--- config.mk ---
export PLATFORM = sky130hd
export DESIGN_NAME = udma_i2c_cmd_enc_flat
export DESIGN_NICKNAME = d
export VERILOG_FILES = /design/src/rtl/udma_i2c_cmd_enc_if.sv /design/src/rtl/udma_i2c_cmd_enc.sv /design/src/flat_wrapper.sv
export SDC_FILE = /design/constraint.sdc
export NUM_CORES = 1
export LEC_CHECK = 0
export CORE_MARGIN = 1.5
export CORE_UTILIZATION = 30
export CTS_CLUSTER_DIAMETER = 80
export CTS_CLUSTER_SIZE = 40
export DETAILED_ROUTE_END_ITERATION = 7
export PLACE_DENSITY_LB_ADDON = 0.25
export SLEW_MARGIN = 20
export SYNTH_ARGS = -nofsm -noshare
export SYNTH_HDL_FRONTEND = slang
export SYNTH_SLANG_ARGS = --single-unit
--- constraint.sdc ---
create_clock -name clk_i -period 6.9 [get_ports clk_i]
set_input_delay 1.035 -clock clk_i [delete_from_list [all_inputs] [get_ports clk_i]]
set_output_delay 1.035 -clock clk_i [all_outputs]
set_load 0.1 [all_outputs]
--- src/rtl/udma_i2c_cmd_enc_if.sv ---
// Request and command-stream bundle for the uDMA I2C command encoder.
// The slave modport is the encoder's view; the master modport is the view of the request source and command sink.
interface udma_i2c_cmd_enc_if #(
    parameter int L2_AWIDTH_NOAL = 12,
    parameter int TRANS_SIZE     = 16
);
    logic                      req_valid_i;
    logic                      req_ready_o;
    logic                      req_rnw_i;
    logic [6:0]                req_slv_addr_i;
    logic [L2_AWIDTH_NOAL-1:0] req_buf_addr_i;
    logic [TRANS_SIZE-1:0]     req_len_i;
    logic [15:0]               req_clkdiv_i;
    logic [31:0]               udma_cmd_o;
    logic                      udma_cmd_valid_o;
    logic                      udma_cmd_ready_i;

    modport slave (
        input  req_valid_i, req_rnw_i, req_slv_addr_i, req_buf_addr_i,
               req_len_i, req_clkdiv_i, udma_cmd_ready_i,
        output req_ready_o, udma_cmd_o, udma_cmd_valid_o
    );

    modport master (
        output req_valid_i, req_rnw_i, req_slv_addr_i, req_buf_addr_i,
               req_len_i, req_clkdiv_i, udma_cmd_ready_i,
        input  req_ready_o, udma_cmd_o, udma_cmd_valid_o
    );
endinterface

--- src/rtl/udma_i2c_cmd_enc.sv ---
// Turns one I2C transfer request into the uDMA I2C command-word sequence on a registered valid/ready stream.
// Each state emits exactly one word; the state is left only when that word is accepted.
module udma_i2c_cmd_enc #(
    parameter int L2_AWIDTH_NOAL = 12,
    parameter int TRANS_SIZE     = 16
) (
    input  logic               clk_i,
    input  logic               rst_i,
    udma_i2c_cmd_enc_if.slave  bus,
    input  logic               abort_i,
    output logic               busy_o,
    output logic               done_o,
    output logic               aborted_o
);
    typedef enum logic [3:0] {
        S_IDLE, S_CFG, S_START, S_ADDR, S_UCA, S_UCS,
        S_RPT, S_DATA, S_LAST, S_STOP, S_EOT
    } state_t;

    state_t                    state_q, state_d, nxt;
    logic                      abort_q, abort_d;
    logic                      rnw_q, rnw_d;
    logic [6:0]                slv_q, slv_d;
    logic [L2_AWIDTH_NOAL-1:0] buf_q, buf_d;
    logic [TRANS_SIZE-1:0]     len_q, len_d;
    logic [15:0]               clkdiv_q, clkdiv_d;
    logic [31:0]               cmd_q, cmd_d;
    logic                      valid_q, valid_d;
    logic                      done_q, done_d;
    logic                      aborted_q, aborted_d;
    logic                      accept, abort_eff, multi;
    logic [TRANS_SIZE-1:0]     rpt_cnt;

    assign accept    = valid_q && bus.udma_cmd_ready_i;
    assign abort_eff = abort_q || abort_i;
    assign multi     = len_q > TRANS_SIZE'(1);
    // A read repeats RD_ACK one byte short; the final byte is the RD_NACK word.
    assign rpt_cnt   = rnw_q ? (len_q - TRANS_SIZE'(1)) : len_q;

    always_comb begin
        nxt = state_q;
        unique case (state_q)
            S_IDLE:  nxt = S_IDLE;
            S_CFG:   nxt = S_START;
            S_START: nxt = S_ADDR;
            S_ADDR:  nxt = (len_q == '0) ? S_STOP : S_UCA;
            S_UCA:   nxt = S_UCS;
            S_UCS:   nxt = multi ? S_RPT : (rnw_q ? S_LAST : S_DATA);
            S_RPT:   nxt = S_DATA;
            S_DATA:  nxt = rnw_q ? S_LAST : S_STOP;
            S_LAST:  nxt = S_STOP;
            S_STOP:  nxt = S_EOT;
            S_EOT:   nxt = S_IDLE;
            default: nxt = S_IDLE;
        endcase
        if (abort_eff && state_q != S_STOP && state_q != S_EOT && state_q != S_IDLE)
            nxt = S_STOP;
    end

    always_comb begin
        state_d   = state_q;
        abort_d   = abort_q;
        rnw_d     = rnw_q;
        slv_d     = slv_q;
        buf_d     = buf_q;
        len_d     = len_q;
        clkdiv_d  = clkdiv_q;
        cmd_d     = cmd_q;
        valid_d   = valid_q;
        done_d    = 1'b0;
        aborted_d = 1'b0;
        if (state_q == S_IDLE) begin
            if (bus.req_valid_i) begin
                rnw_d    = bus.req_rnw_i;
                slv_d    = bus.req_slv_addr_i;
                buf_d    = bus.req_buf_addr_i;
                len_d    = bus.req_len_i;
                clkdiv_d = bus.req_clkdiv_i;
                state_d  = S_CFG;
                cmd_d    = {4'hE, 12'h0, bus.req_clkdiv_i};
                valid_d  = 1'b1;
            end
        end else begin
            if (abort_i)
                abort_d = 1'b1;
            if (accept) begin
                state_d = nxt;
                valid_d = 1'b1;
                unique case (nxt)
                    S_START: cmd_d = 32'h0000_0000;
                    S_ADDR:  cmd_d = {4'h7, 20'h0, slv_q, rnw_q};
                    S_UCA:   cmd_d = {4'h3, !rnw_q, 27'(buf_q)};
                    S_UCS:   cmd_d = {4'h5, !rnw_q, 11'h0, 16'(len_q)};
                    S_RPT:   cmd_d = {4'hC, 12'h0, 16'(rpt_cnt)};
                    S_DATA:  cmd_d = rnw_q ? 32'h4000_0000 : 32'h8000_0000;
                    S_LAST:  cmd_d = 32'h6000_0000;
                    S_STOP:  cmd_d = 32'h2000_0000;
                    S_EOT:   cmd_d = 32'h9000_0000;
                    default: begin
                        cmd_d     = 32'h0000_0000;
                        valid_d   = 1'b0;
                        done_d    = 1'b1;
                        aborted_d = abort_eff;
                        abort_d   = 1'b0;
                    end
                endcase
            end
        end
    end

    always_ff @(posedge clk_i) begin
        if (rst_i) begin
            state_q   <= S_IDLE;
            abort_q   <= 1'b0;
            rnw_q     <= 1'b0;
            slv_q     <= '0;
            buf_q     <= '0;
            len_q     <= '0;
            clkdiv_q  <= '0;
            cmd_q     <= '0;
            valid_q   <= 1'b0;
            done_q    <= 1'b0;
            aborted_q <= 1'b0;
        end else begin
            state_q   <= state_d;
            abort_q   <= abort_d;
            rnw_q     <= rnw_d;
            slv_q     <= slv_d;
            buf_q     <= buf_d;
            len_q     <= len_d;
            clkdiv_q  <= clkdiv_d;
            cmd_q     <= cmd_d;
            valid_q   <= valid_d;
            done_q    <= done_d;
            aborted_q <= aborted_d;
        end
    end

    assign bus.req_ready_o      = (state_q == S_IDLE);
    assign bus.udma_cmd_o       = cmd_q;
    assign bus.udma_cmd_valid_o = valid_q;
    assign busy_o               = (state_q != S_IDLE);
    assign done_o               = done_q;
    assign aborted_o            = aborted_q;
endmodule

--- src/flat_wrapper.sv ---
// flat-port wrapper written by rule: the top's interface ports become plain ports
module udma_i2c_cmd_enc_flat 
#(
    parameter int L2_AWIDTH_NOAL = 12,
    parameter int TRANS_SIZE     = 16
)
  (clk_i, rst_i, abort_i, busy_o, done_o, aborted_o, bus_req_valid_i, bus_req_rnw_i, bus_req_slv_addr_i, bus_req_buf_addr_i, bus_req_len_i, bus_req_clkdiv_i, bus_udma_cmd_ready_i, bus_req_ready_o, bus_udma_cmd_o, bus_udma_cmd_valid_o);
  udma_i2c_cmd_enc_if #(.L2_AWIDTH_NOAL(L2_AWIDTH_NOAL), .TRANS_SIZE(TRANS_SIZE)) bus_i ();
  input  logic clk_i;
  input  logic rst_i;
  input  logic abort_i;
  output logic busy_o;
  output logic done_o;
  output logic aborted_o;
  input wire logic [$bits(bus_i.req_valid_i)-1:0] bus_req_valid_i;
  input wire logic [$bits(bus_i.req_rnw_i)-1:0] bus_req_rnw_i;
  input wire logic [$bits(bus_i.req_slv_addr_i)-1:0] bus_req_slv_addr_i;
  input wire logic [$bits(bus_i.req_buf_addr_i)-1:0] bus_req_buf_addr_i;
  input wire logic [$bits(bus_i.req_len_i)-1:0] bus_req_len_i;
  input wire logic [$bits(bus_i.req_clkdiv_i)-1:0] bus_req_clkdiv_i;
  input wire logic [$bits(bus_i.udma_cmd_ready_i)-1:0] bus_udma_cmd_ready_i;
  output wire logic [$bits(bus_i.req_ready_o)-1:0] bus_req_ready_o;
  output wire logic [$bits(bus_i.udma_cmd_o)-1:0] bus_udma_cmd_o;
  output wire logic [$bits(bus_i.udma_cmd_valid_o)-1:0] bus_udma_cmd_valid_o;
  assign bus_i.req_valid_i = bus_req_valid_i;
  assign bus_i.req_rnw_i = bus_req_rnw_i;
  assign bus_i.req_slv_addr_i = bus_req_slv_addr_i;
  assign bus_i.req_buf_addr_i = bus_req_buf_addr_i;
  assign bus_i.req_len_i = bus_req_len_i;
  assign bus_i.req_clkdiv_i = bus_req_clkdiv_i;
  assign bus_i.udma_cmd_ready_i = bus_udma_cmd_ready_i;
  assign bus_req_ready_o = bus_i.req_ready_o;
  assign bus_udma_cmd_o = bus_i.udma_cmd_o;
  assign bus_udma_cmd_valid_o = bus_i.udma_cmd_valid_o;
  udma_i2c_cmd_enc #(.L2_AWIDTH_NOAL(L2_AWIDTH_NOAL), .TRANS_SIZE(TRANS_SIZE)) u_core (.clk_i(clk_i), .rst_i(rst_i), .bus(bus_i), .abort_i(abort_i), .busy_o(busy_o), .done_o(done_o), .aborted_o(aborted_o));
endmodule
=== Word level (Yosys, flattened, before mapping) ===
Index checks and enable logic that the tools add are counted.

* Register bits after elaboration: 76
* Bits in read-only memories: 0
* Logic and storage cells: 72
* Memory bits (writable): 0
* Latch bits: 0
* Bits of input ports: 57
* Memories: 0

* Multiply operators: 0
* Muxes and demuxes: 23
* Equal/unequal tests: 21
* Order comparisons: 1
* Divide/modulo/power cells: 0
* Reductions and logical operators: 15
* Shift-type cells: 0
* Bitwise operators: 1
* Add/subtract/negate cells: 1

{| class="wikitable"
|+ Operator list
! operator !! number
|-
| $pmux 32 s8 || 1
|-
| $mux 32 || 4
|-
| $pmux 4 s9 || 1
|-
| $eq 4x3->1 const B || 8
|-
| $mux 4 || 7
|-
| $eq 4x4->1 const B || 5
|-
| $eq 4x2->1 const B || 4
|-
| $gt 16x1->1 const B || 1
|-
| $logic_not 16->1 || 1
|-
| $mux 16 || 1
|-
| $sub 16x1->16 const B || 1
|-
| $reduce_or 12->1 || 1
|-
| $mux 1 || 9
|-
| $reduce_or 9->1 || 1
|-
| $ne 4x4->1 const B || 2
|-
| $eq 4x1->1 const B || 1
|-
| $logic_and 1x1->1 || 4
|-
| $logic_not 4->1 || 1
|-
| $reduce_and 2->1 || 2
|-
| $reduce_bool 4->1 || 1
|-
| $reduce_or 3->1 || 1
|-
| $ne 2x2->1 const B || 1
|-
| $reduce_bool 2->1 || 1
|-
| $logic_not 1->1 || 1
|-
| other kinds (2) || 2
|}

=== Logic depth before layout (Yosys ltp) ===
* Depth in word-level cells: 10
* Mapped depth: 11
* Mapped depth without buffers: 9

=== Worst setup path before layout ===
No wires, ideal clock.

* Path kind: register to output
* Start: register u_core.state_q[1]
* End: output port bus_req_ready_o
* Cell stages (with the launch flop): 7
* Buffers on the path: 3
* Data arrival time: 2770 ps
* Slack: 3095 ps
* Cell sequence: dfxtp_1 > clkbuf_1 > nor2_1 > nand2_1 > inv_1 > buf_2 > clkbuf_1

* Cells in the longest elaborated chain, start to end: 1

{| class="wikitable"
|+ Ends and longest elaborated chain
! item !! RTL line !! text
|-
| from (decl) || udma_i2c_cmd_enc.sv:20 || <nowiki>state_t state_q, state_d, nxt;</nowiki>
|-
| from (signal assigned) || udma_i2c_cmd_enc.sv:125 || <nowiki>state_q <= state_d;</nowiki>
|-
| $logic_not 4->1 || udma_i2c_cmd_enc.sv:139 || <nowiki>assign bus.req_ready_o = (state_q == S_IDLE);</nowiki>
|-
| to (decl) || flat_wrapper.sv:22 || <nowiki>output wire logic [$bits(bus_i.req_ready_o)-1:0] bus_req_ready_o;</nowiki>
|}

Every way passes these cells.

=== Worst setup path after layout ===
* Start: register u_core.state_q[3]
* End: output port bus_req_ready_o

Same word-level chain as after synthesis.

==> summary.md <==
| Metric | Value |
|---|---|
| Outcome | complete, no violations |
| Syn_area_per_cell | 7.60 µm² |
| Drt wl/cell | 16.2 µm |
| HPWL Detailed | 8060 µm |
| # hold bufs at CTS | 0 |
| Post-place setup slack | 3210 ps |
| Max Root-Sink Buffers | 2 |
| Synth top area share | 35.7% |
| Std-Cell Rows | 40 |
| Grt total ovfl | 0 |
| Comb pwr share | 30.6% |
| First-pass GRT wire length | 18,300 µm |
| # Max-Cap Violations | 0 |
| Root Buffer Master | clkbuf_16 |
| Final setup viols | 0 |
| Gpl congestion | 0.830 |
| Area Growth Syn to Fin | 32.1% |
| FF/Latch Area | 1300 µm² |
| Kind of critical path | reg2out |
| GRT Total Usage | 17.9% |
| Sequential Power Share | 32.7% |
| Vias in the first global route | 3,686 |
| Area contributors post-synth | dfxtp_1 (36%), nand2_1 (10%), a21oi_1 (7.0%) |
| Sw Pwr | 0.503 mW |
| GR met3 Demand/Resource | 3.96% |
| Area of the multi-input gates | 2130 µm² |
| Post-layout nets | 602 |
| Layout cells sized above 1 | 8.78% |
| TritonCTS clock tree | yes |
| Post-synth top area cell | dfxtp_1 |
| Count of pins over their slew limit | 0 |
| Largest net degree at the start of global routing | 66 |
| Setup Skew | 9.52 ps |
| Int Power | 0.853 mW |
| First-pass iteration count of the detailed router | 4 |
| Power Density | 282 nW/µm² |
| Post-DP Area | 4490 µm² |
| Warnings, synthesis | 0 |
| Die ar. | 12,800 µm² |
| Fill cells | 1,240 |
| Clock period minus worst slack | 3970 ps |
| Met2 Resource Use GR | 29.9% |
| Post-cts resize count | 0 |
| R2r setup slk | 3620 ps |
| Die width | 113 µm |
| Post-DRT Antenna Nets | 0 |
| CP Max Fanout | 20 |
| Net Sw Frac | 37.1% |
| RSZ-0062 raised after global routing | false |
| Max Fclk | 252 MHz |
| Synthesized cell area | 3650 µm² |
| Chip height | 113 µm |
| Leak Pwr | 1.71 nW |
| Num CTS Buffers | 9 |
| Worst-path clk slew | 60 ps |
| Via Count | 3,702 |
| Post-synth cell types | 64 |
| TNS Setup | 0 ps |
| GR Util met1 | 22.4% |
| Initial core utilization | 30.6% |
| Post-CTS Setup Repair Bufs | 0 |
| Initial antenna violation count | 0 |
| Sinks on Clock Net | 65 |
| Crit path required time | 5860 ps |
| Via density | 5.33 |
| Gr busiest metal | met2 |
| Hold Path Class | reg2reg |
| Max_slew headroom | 33.7% |
| Crit end category | output port |
| Max H-tree Level | 3 |
| Worst setup margin | 2930 ps |
| Main synth FF type | dfxtp_1 |
| DRC | 0 |
| Worst skew pair latency | 340 ps |
| Initial DRC Count | 209 |
| Arr. time, crit path | 2930 ps |
| Final core utilization | 40.4% |
| Total core area | 11,900 µm² |
| CP Launch Type | flop |
| Period utilization | 57.5% |
| Post-synth EDFFs | 0 |
| Post-Route WL | 11,300 µm |
| PortBufs | 82 |
| Asr flop ratio synth | 0% |
| I/O pin total | 94 |
| Power share of the clock group | 36.7% |
| Worst Tran Pin Value | 991 ps |
| Post-synthesis register bit count | 65 |
| Synth Instances | 480 |
| Slowest CP cell | clkdlybuf4s50_1 |
| Hold Vio Cnt, Final | 0 |
| CP peak stage delay | 1200 ps |
| Post-route cell area | 4810 µm² |
| Max VDD drop | 0.115 mV |
| Diodes inserted | 0 |
| Crit-path cells | nor2_1, nand2_1, inv_1, buf_4, clkdlybuf4s50_1 |
| Sequential-to-total area share from yosys stat | 35.7% |
==> cell usage after synthesis (all sizes together) (2+ instances only) <==
| cell type | count |
|---|---|
| a2111oi | 3 |
| a211oi | 9 |
| a21oi | 52 |
| a221oi | 13 |
| a22o | 2 |
| a311oi | 7 |
| a31oi | 6 |
| and2 | 4 |
| buf | 17 |
| clkbuf | 28 |
| dfxtp | 65 |
| ha | 3 |
| inv | 7 |
| mux2i | 6 |
| nand2 | 100 |
| nand2b | 4 |
| nand3 | 5 |
| nand4 | 2 |
| nor2 | 48 |
| nor2b | 4 |
| nor3 | 17 |
| nor3b | 2 |
| nor4 | 6 |
| nor4b | 2 |
| nor4bb | 3 |
| o21a | 3 |
| o21ai | 15 |
| o21bai | 3 |
| o221a | 3 |
| o22ai | 2 |
| o31a | 2 |
| o31ai | 2 |
| or2 | 7 |
| or3 | 5 |
| or3b | 2 |
| or4 | 2 |
| xnor2 | 2 |
==> kinds of logic (layout without fill, tap and decap cells) <==
kind of cell | after synthesis | count (layout) | synth area share, %
AND/OR/NAND/NOR | 216 | 216 | 27.2
AO/OA/AOI/OAI | 134 | 134 | 26.6
flip-flops | 65 | 65 | 35.7
buffers and inverters | 52 | 109 | 7.00
multiplexers | 6 | 6 | 1.65
adder cells (fa/ha/maj) | 3 | 3 | 1.03
XOR/XNOR | 3 | 3 | 0.721
other | 1 | 11 | 0.103
==> registers in the layout, indices dropped and copies added, names as in the netlist <==
name	cells
u_core.done_o	1
u_core.aborted_o	1
u_core.buf_q	12
u_core.state_q	4
u_core.len_q	16
u_core.bus.udma_cmd_valid_o	1
u_core.abort_q	1
u_core.slv_q	7
u_core.rnw_q	1
u_core.bus.udma_cmd_o	21
==> power groups by stage <==
stage,logic [mW],clock network (mW),registers [mW]
after CTS,0.415,0.507,0.444
after detailed placement,0.413,0,0.451
after floorplan,0.213,0,0.539
after global placement,0.410,0,0.451
final,0.414,0.498,0.444
after global routing,0.442,0.519,0.448
==> worst max-delay path: cells and delay by family (launching register included) <==
family                 cells  cell delay, ps
buffers and inverters      3            1560
DFF                        1             480
and+or+nand+nor            2             550
==> cell type report <==
class | count | area share [%]
clock inverters | 7 | 2.05
inverters | 7 | 0.546
multi-input cells | 373 | 44.3
well taps | 147 | 3.82
clock buffers | 9 | 4.68
flip-flops and latches | 65 | 27.0
repair buffers | 86 | 17.6
==> layer usage <==
layer | wire length [µm] | vias to the layer above | part of all wire (%)
met4 | 296 | 0 | 2.6
met5 | 0 | - | 0
met3 | 647 | 23 | 5.7
met2 | 5320 | 124 | 47
met1 | 5010 | 1744 | 44
li1 | - | 1811 | -
==> path summary, 6_finish.rpt <==
kind | start | endpoint | cells after the start
hold reg to reg | u_core.slv_q[2] | u_core.slv_q[2] | 2
hold / removal | u_core.slv_q[2] | u_core.slv_q[2] | 2
setup / recovery | u_core.state_q[3] | bus_req_ready_o | 5
setup reg to reg | u_core.state_q[3] | u_core.bus.udma_cmd_o[11] | 9
==> stage by stage <==
step / hold slack (ps) / cells / power [mW]
after global placement: 444 / 678 / 0.861
after global routing: 490 / 694 / 1.41
after detailed placement: 447 / 678 / 0.864
after CTS: 455 / 694 / 1.37
final: 455 / 694 / 1.36
after floorplan: 436 / 490 / 0.752
==> layout by cell type, fill, tap and decap left out, types with 3 or more instances in the layout <==
cell	netlist	routed
clkdlybuf4s50_1	0	81
o21a_1	3	3
nor4bb_1	3	3
o21bai_1	3	3
and2_1	4	4
or2_2	7	7
clkbuf_16	0	9
ha_1	3	3
nor4_1	6	6
nor2b_1	4	4
a2111oi_2	3	3
a31oi_1	6	6
nor2_1	47	46
o221a_2	3	3
nand2b_1	4	4
a211oi_1	9	9
o21ai_0	13	13
dfxtp_1	65	65
inv_1	7	7
or3_1	5	5
nor3_1	17	17
buf_4	11	4
nand2_1	99	99
mux2i_1	6	6
nand3_1	5	5
conb_1	1	11
a221oi_1	11	11
inv_6	0	3
a21oi_1	51	51
a311oi_1	7	7
No activity file was read; power rests on OpenSTA's default activity.
